## src/rtl/ddot_pkg.sv

```systemverilog
// Shared constants and types for the ddot_fsmd arbiter: vector geometry,
// requester tag type and a lane-extraction helper.
package ddot_pkg;

    localparam int LANES = 8;
    localparam int FP_W  = 32;
    localparam int VEC_W = LANES * FP_W;
    localparam int TAG_W = 1;

    typedef enum logic {
        REQ0 = 1'b0,
        REQ1 = 1'b1
    } req_id_t;

    function automatic logic [FP_W-1:0] get_lane(input logic [VEC_W-1:0] v,
                                                 input int unsigned     idx);
        return v[idx*FP_W +: FP_W];
    endfunction

endpackage

```

## src/rtl/ddot_tag_fifo.sv

```systemverilog
// In-order FIFO of requester IDs, one entry per operand set in flight.
// Pointers carry an extra wrap bit so full and empty are distinguishable.
module ddot_tag_fifo
    import ddot_pkg::*;
#(
    parameter int DEPTH = 8
) (
    input  logic                   clk,
    input  logic                   rst,
    input  logic                   push,
    input  logic                   pop,
    input  req_id_t                din,
    output req_id_t                dout,
    output logic                   empty,
    output logic                   full,
    output logic [$clog2(DEPTH):0] count
);

    localparam int AW = $clog2(DEPTH);

    logic [AW:0] wr_q, wr_d;
    logic [AW:0] rd_q, rd_d;
    req_id_t     mem_q [DEPTH];
    logic        do_push;
    logic        do_pop;

    assign empty   = (wr_q == rd_q);
    assign full    = (wr_q[AW] != rd_q[AW]) && (wr_q[AW-1:0] == rd_q[AW-1:0]);
    assign count   = wr_q - rd_q;
    assign dout    = mem_q[rd_q[AW-1:0]];
    // A full FIFO may still take a push when the head leaves in the same cycle.
    assign do_push = push && (!full || pop);
    assign do_pop  = pop && !empty;

    always_comb begin
        wr_d = wr_q;
        rd_d = rd_q;
        if (do_push) wr_d = wr_q + 1'b1;
        if (do_pop)  rd_d = rd_q + 1'b1;
    end

    always_ff @(posedge clk) begin
        if (rst) begin
            wr_q <= '0;
            rd_q <= '0;
        end else begin
            wr_q <= wr_d;
            rd_q <= rd_d;
        end
    end

    always_ff @(posedge clk) begin
        if (do_push) mem_q[wr_q[AW-1:0]] <= din;
    end

endmodule

```

## src/rtl/ddot_arb.sv

```systemverilog
// Round-robin arbiter sharing one ddot_fsmd between two requesters; issues
// registered operand sets and routes in-order results back by tag.
module ddot_arb
    import ddot_pkg::*;
#(
    parameter int DEPTH = 8
) (
    input  logic                   clk,
    input  logic                   rst,
    input  logic                   req0_valid,
    input  logic [VEC_W-1:0]       req0_x,
    input  logic [VEC_W-1:0]       req0_y,
    output logic                   req0_gnt,
    input  logic                   req1_valid,
    input  logic [VEC_W-1:0]       req1_x,
    input  logic [VEC_W-1:0]       req1_y,
    output logic                   req1_gnt,
    output logic                   dd_ready,
    output logic [VEC_W-1:0]       dd_x,
    output logic [VEC_W-1:0]       dd_y,
    input  logic                   dd_valid,
    input  logic [FP_W-1:0]        dd_z,
    output logic                   rsp0_valid,
    output logic [FP_W-1:0]        rsp0_z,
    output logic                   rsp1_valid,
    output logic [FP_W-1:0]        rsp1_z,
    output logic [$clog2(DEPTH):0] inflight,
    output logic                   err
);

    req_id_t          last_q, last_d;
    logic             dd_ready_q, dd_ready_d;
    logic [VEC_W-1:0] dd_x_q, dd_x_d;
    logic [VEC_W-1:0] dd_y_q, dd_y_d;
    logic             rsp0_valid_q, rsp0_valid_d;
    logic             rsp1_valid_q, rsp1_valid_d;
    logic [FP_W-1:0]  rsp0_z_q, rsp0_z_d;
    logic [FP_W-1:0]  rsp1_z_q, rsp1_z_d;
    logic             err_q, err_d;

    logic             fifo_empty;
    logic             fifo_full;
    logic             any_gnt;
    logic             pop;
    req_id_t          gnt_id;
    req_id_t          head_id;

    // Handshake: a set transfers in any cycle with reqN_valid && reqN_gnt; the
    // requester holds x/y while valid && !gnt and may withdraw valid freely.
    // Full FIFO is exactly inflight == DEPTH, so !full is the issue permission.
    always_comb begin
        req0_gnt = 1'b0;
        req1_gnt = 1'b0;
        if (!fifo_full) begin
            if (req0_valid && req1_valid) begin
                if (last_q == REQ0) req1_gnt = 1'b1;
                else                req0_gnt = 1'b1;
            end else begin
                req0_gnt = req0_valid;
                req1_gnt = req1_valid;
            end
        end
    end

    assign any_gnt = req0_gnt | req1_gnt;
    assign gnt_id  = req1_gnt ? REQ1 : REQ0;
    assign pop     = dd_valid && !fifo_empty;

    always_comb begin
        last_d       = any_gnt ? gnt_id : last_q;
        dd_ready_d   = any_gnt;
        dd_x_d       = dd_x_q;
        dd_y_d       = dd_y_q;
        if (req0_gnt) begin
            dd_x_d = req0_x;
            dd_y_d = req0_y;
        end else if (req1_gnt) begin
            dd_x_d = req1_x;
            dd_y_d = req1_y;
        end
        rsp0_valid_d = pop && (head_id == REQ0);
        rsp1_valid_d = pop && (head_id == REQ1);
        rsp0_z_d     = rsp0_valid_d ? dd_z : rsp0_z_q;
        rsp1_z_d     = rsp1_valid_d ? dd_z : rsp1_z_q;
        err_d        = err_q | (dd_valid && fifo_empty);
    end

    // REQ1 as "last granted" makes requester 0 win the first tie after reset.
    always_ff @(posedge clk) begin
        if (rst) begin
            last_q       <= REQ1;
            dd_ready_q   <= 1'b0;
            dd_x_q       <= '0;
            dd_y_q       <= '0;
            rsp0_valid_q <= 1'b0;
            rsp1_valid_q <= 1'b0;
            rsp0_z_q     <= '0;
            rsp1_z_q     <= '0;
            err_q        <= 1'b0;
        end else begin
            last_q       <= last_d;
            dd_ready_q   <= dd_ready_d;
            dd_x_q       <= dd_x_d;
            dd_y_q       <= dd_y_d;
            rsp0_valid_q <= rsp0_valid_d;
            rsp1_valid_q <= rsp1_valid_d;
            rsp0_z_q     <= rsp0_z_d;
            rsp1_z_q     <= rsp1_z_d;
            err_q        <= err_d;
        end
    end

    ddot_tag_fifo #(.DEPTH(DEPTH)) u_tag_fifo (
        .clk   (clk),
        .rst   (rst),
        .push  (any_gnt),
        .pop   (pop),
        .din   (gnt_id),
        .dout  (head_id),
        .empty (fifo_empty),
        .full  (fifo_full),
        .count (inflight)
    );

    assign dd_ready   = dd_ready_q;
    assign dd_x       = dd_x_q;
    assign dd_y       = dd_y_q;
    assign rsp0_valid = rsp0_valid_q;
    assign rsp1_valid = rsp1_valid_q;
    assign rsp0_z     = rsp0_z_q;
    assign rsp1_z     = rsp1_z_q;
    assign err        = err_q;

endmodule
```

## config.mk

```make
export PLATFORM = sky130hd
export DESIGN_NAME = ddot_arb
export DESIGN_NICKNAME = d
export VERILOG_FILES = /design/src/rtl/ddot_pkg.sv /design/src/rtl/ddot_tag_fifo.sv /design/src/rtl/ddot_arb.sv
export SDC_FILE = /design/constraint.sdc
export NUM_CORES = 1
export LEC_CHECK = 0
export CAP_MARGIN = 20
export CORE_AREA = 2 2 649 651
export DETAILED_ROUTE_END_ITERATION = 16
export DIE_AREA = 0 0 651 653
export PLACE_DENSITY = 0.33
export SLEW_MARGIN = 20
export SYNTH_ARGS = -nofsm -noshare
export SYNTH_HDL_FRONTEND = slang
export SYNTH_HIERARCHICAL = 1
export SYNTH_SLANG_ARGS = --single-unit
```

## constraint.sdc

```tcl
create_clock -name clk -period 5.55 [get_ports clk]
set_input_delay 1.11 -clock clk [delete_from_list [all_inputs] [get_ports clk]]
set_output_delay 1.11 -clock clk [all_outputs]
set_load 0.005 [all_outputs]
```

# Yosys cells after proc, flatten, opt, wreduce, memory -nomap -nowiden
# Memory sizes are Yosys's and may differ from the RTL's. A register that Yosys moved wholly into a read port is not among the register bits.
# Index checks and enable logic that the tools add are counted.
# Widths: inputs -> output; s select.
dict set report classes {
  shifts 0
  multipliers 0
  order_cmp 0
  bitwise 3
  mux 15
  addsub 3
  n_reduce_logical 12
  n_div 0
  n_eq_ne 3
}
# op count
set op_table {}
lappend op_table {{$mux 256} 4}
lappend op_table {{$mux 1} 9}
lappend op_table {{$add 4x1->4 const B} 2}
lappend op_table {{$logic_and 1x1->1} 8}
lappend op_table {{$mux 3} 2}
lappend op_table {{$eq 4x4->1} 1}
lappend op_table {{$sub 4x4->4} 1}
lappend op_table {{$eq 3x3->1} 1}
lappend op_table {{$logic_not 1->1} 2}
lappend op_table {{$or 1x1->1} 2}
lappend op_table {{$reduce_bool 2->1} 1}
lappend op_table {{$logic_or 1x1->1} 1}
lappend op_table {{$ne 1x1->1} 1}
lappend op_table {{$not 1->1} 1}
dict set report word_totals {
  latchBits 0
  ff_bits 589
  n_memories 1
  input_bits 1061
  rom_bits 0
  mem_bits_rw 8
  output_inout_bits 586
}
# name words width rd rd_clocked_by_memory_dff write_ports line
set memory_table {}
lappend memory_table {u_tag_fifo.mem_q 8 1 1 1 1 ddot_tag_fifo.sv:23} ;# req_id_t mem_q [DEPTH];

# Depth between registers and ports, before layout
dict set report depth {
  ltp_word 7
  ltp_mapped 11
  mapped_depth_nobuf 9
}

# By module
# The synthesis kept the hierarchy.
# module n_inst cells_per_inst seq_area_each_um2 area_per_inst_um2
set by_module_without_submodules {}
lappend by_module_without_submodules {ddot_arb 1 2012 11631.2 23581.4}
lappend by_module_without_submodules {ddot_tag_fifo 1 80 460.4 937.1}

# Worst setup path before layout
# OpenSTA, ideal clock, no wires.
dict set report synth_path {
  path_type {reg2out}
  startpoint {reg u_tag_fifo.wr_q[0]}
  endpoint {out req0_gnt}
  path_buffers 3
  required_ps 4440
  arrival_time_ps 1973
  stages_incl_launch_ff 11
  path_slack_ps 2467
  cell_sequence {dfxtp_1 -> inv_1 -> ha_1 -> nand3_1 -> nor2_1 -> nand2b_1 -> nand2b_1 -> buf_4 -> buf_6 -> buf_6 -> inv_2}
}
dict set report synth_via {
  elab_chain_cells 3
}
# item line
set synth_rtl {}
lappend synth_rtl {{start: declaration} ddot_tag_fifo.sv:21} ;# logic [AW:0] wr_q, wr_d;
lappend synth_rtl {{start signal: assignment} ddot_tag_fifo.sv:47} ;# wr_q <= wr_d;
lappend synth_rtl {{$eq 3x3->1} ddot_tag_fifo.sv:28} ;# assign full = (wr_q[AW] != rd_q[AW]) && (wr_q[AW-1:0] == rd_q[AW-1:0]);
lappend synth_rtl {{$logic_and 1x1->1} ddot_tag_fifo.sv:28}
lappend synth_rtl {{net fifo_full} ddot_arb.sv:42} ;# logic fifo_full;
lappend synth_rtl {{$mux 1} ddot_arb.sv:54} ;# if (!fifo_full) begin
lappend synth_rtl {{end: declaration} ddot_arb.sv:13} ;# output logic req0_gnt,
# The timed path passes the listed nets, and every way through them passes these cells.

# Worst setup path after layout
# Ends and elaborated chain as after synthesis.

==> flow_summary.ini <==
[status]
outcome = complete, no violations

[drt]
drc = 0
antenna_left = 0
topRoutingLayerUsed = met5
viasPerCell = 2.79
wl_per_cell_um = 31.3
drt-met1-wl_um = 100000
first_iter_violations = 1546
wl_um = 292000
vias = 26000
dr.pass1.iters = 4
met2_length_um = 142000
wl_met3_um = 37900

[synth]
seq_area_frac_synth_pct = 49.3
yosysWarnings = 6
syn_avg_cell_area_um2 = 11.7
synth-edff-count = 8
synth_flop_cell = dfxtp_1
synth.largest_area_cell = dfxtp_1
syn_area_um2 = 24500
synth_top_area_share_pct = 48.3
synth_cells = 2092
ys_types = 40
synth.net_count = 3159
synth.area.top_cells = dfxtp_1 48%, mux2i_1 21%, o2bb2ai_1 18%, buf_6 3.4%, nand2_1 2.0%
ys_ff_latch = 600
synthArstFlopShare_pct = 0

[pwr]
p_leak_nw = 17.5
p_per_area_nw_per_um2 = 275
ir_drop_mv = 0.200

[placed_design]
dpl.hpwl_um = 257000
place_ws_ps = 1320
port_buffers = 1646
gp_congestion = 1.03

[critical_path]
crit_buf_inv = 3
crit_chain = inv_1 -> ha_1 -> nand3_1 -> nor2_1 -> nand2b_1 -> nand2b_4 -> inv_2 -> clkdlybuf4s50_1
startpoint_type = flip-flop
slowest_delay_ps = 550
crit_fanout = 19
cp_slowest_cell = nand2b_4
crit_arrival_ps = 3790
worstPathRequired_ps = 4440
worst_setup_path_end_kind = output port
worstSetupPathType = flip-flop to output port
crit_family = simple AND/OR/NAND/NOR gates

[sta]
period_needed_ps = 4900
slew_headroom_pct = 43.2
finalSetupTns_ps = 0
rsz0062_at_grt = no
fin_crit_sh_pct = 88.2
setup_viol = 0
skew_ps = 89.3
worstMarginPinSlew_ps = 850
slew_violations = 0
finalHoldViolCount = 0
layout_setup_ws_ps = 653
max_freq_ghz = 0.204

[floorplanning]
rows = 238
initial_utilization_pct = 5.86
die_x_um = 651
design.die.area_um2 = 425000
coreArea_um2 = 418000
io_pins = 1647
die_h_um = 653

[clock_network]
clk_latency_ps = 820
cts.reportedPaths.clkPinSlew_ps = 60
cts_tree = yes
post-cts-setup-buffer-count = 0
numCtsBuffers = 90
clockRootBuffer = clkbuf_16
postCtsHoldBufs = 0
cts_resized = 0
clk_path_buf_depth = 4
clkSinkCount = 600
h-tree-depth = 3

[global_routing]
grt_max_degree = 117
grt_pass1_vias = 25600
antenna_found_initial = 377
grt_pass1_wl_um = 352000
gr-usage-all-layers_pct = 13.2
grt_overflow_total = 0

[hold_path]
hold_class = flip-flop to flip-flop

[flow_run]
drv_cap = 0

[final_layout]
fillers = 47500
drive_gt1_share_pct = 5.25
syn2layout_area_growth_pct = 105
final_net_count = 4754
## power by group
| part | internal [mW] | switching (mW) |
|---|---|---|
| sequential | 4.68 | 0.239 |
| clock | 3.53 | 2.47 |
| combinational | 1.64 | 1.27 |
## placed cells by master, fill, tap and decap left out, drive strengths merged, types with 2 or more instances in the layout
cell,netlist,layout
a21oi,67,67
nor2,18,18
clkinv,0,14
xor2,4,4
o2bb2ai,512,512
ha,5,5
buf,125,53
dfxtp,592,592
xnor2,5,5
diode,0,74
o311ai,2,2
clkdlybuf4s50,0,1645
nor4,2,2
nor2b,2,2
inv,9,12
bufinv,0,6
o21ai,3,3
clkbuf,70,132
nand2,130,130
nor3,3,3
mux2i,514,514
edfxtp,8,8
mux4,2,2
nand2b,6,6
## logic make-up (layout without fill, tap and decap cells)
family	after synthesis	in the layout	synth area share [%]
AO/OA/AOI/OAI	588	588	20.0
XOR/XNOR	9	9	0.352
adder cells (fa/ha/maj)	6	6	0.337
buffers and inverters	204	1862	5.96
flip-flops	600	600	49.3
multiplexers	517	517	21.2
other	0	74	0
AND/OR/NAND/NOR	168	168	2.82
## final timing paths
path,startpoint,endpoint,slack [ps],cells after the start
worst max-delay path,u_tag_fifo/wr_q[0]$_SDFFE_PP0P_,req0_gnt,650,8
worst max register to register,u_tag_fifo/wr_q[0]$_SDFFE_PP0P_,dd_x[102]$_SDFFE_PP0P_,1670,10
worst min-delay path,rsp1_z[6]$_SDFFE_PP0P_,rsp1_z[6]$_SDFFE_PP0P_,460,2
worst min register to register,rsp1_z[6]$_SDFFE_PP0P_,rsp1_z[6]$_SDFFE_PP0P_,460,2
## synth_stat cells (all sizes together) (2+ instances only)
master   count
buf        125
xnor2        5
inv          9
nor3         3
dfxtp      592
o311ai       2
nor2b        2
a21oi       67
ha           5
nor4         2
nand2      130
mux4         2
nand2b       6
mux2i      514
clkbuf      70
xor2         4
nor2        18
o21ai        3
o2bb2ai    512
edfxtp       8
## area by class of cell
cell class / instances / area, um^2 / share of cell area [%]
tap: 5520 / 6910 / 13.7
sequential: 600 / 12100 / 24.1
clock inverter: 23 / 332 / 0.660
clock buffer: 132 / 2610 / 5.20
multi-input combinational: 1288 / 11000 / 21.9
timing repair buffer: 1698 / 17100 / 34.0
inverter: 9 / 33.8 / 0.0672
antenna: 74 / 185 / 0.369
## per-layer routing
metal | vias up | GRT usage [%]
met3 | 803 | 7.63
met2 | 1559 | 23.3
met4 | 182 | 3.05
li1 | 11200 | -
met5 | - | 0
met1 | 12300 | 13.3
## sequential cells by signal, indices dropped and copies added, names as in the netlist, named ones only
name / flops
dd_ready: 1
dd_x: 256
dd_y: 256
err: 1
last_q: 1
rsp0_valid: 1
rsp0_z: 32
rsp1_valid: 1
rsp1_z: 32
u_tag_fifo/mem_q: 8
u_tag_fifo/rd_q: 4
u_tag_fifo/wr_q: 4
## through the flow
stage | hold slack [ps] | area [um^2] | power [mW] | std cells | util, %
6_report | 455 | 50200 | 13.8 | 9344 | 12.0
5_1_grt | 468 | 50100 | 14.5 | 9302 | 12.0
4_1_cts | 457 | 50000 | 14.2 | 9269 | 12.0
3_5_place_dp | 445 | 47100 | 7.97 | 9114 | 11.3
3_3_place_gp | 444 | 47100 | 7.97 | 9114 | 11.3
2_1_floorplan | 453 | 24500 | 5.85 | 2092 | -
## worst register-to-register path: cells and delay by family (launching register included)
kind,cells,cell delay [ps]
and+or+nand+nor,4,1420
muxes,1,210
AOI/OAI and AO/OA,1,80
DFF,1,430
adders and majority gates,1,340
buffers and inverters,3,1190
No activity file was read; power rests on OpenSTA's default activity.
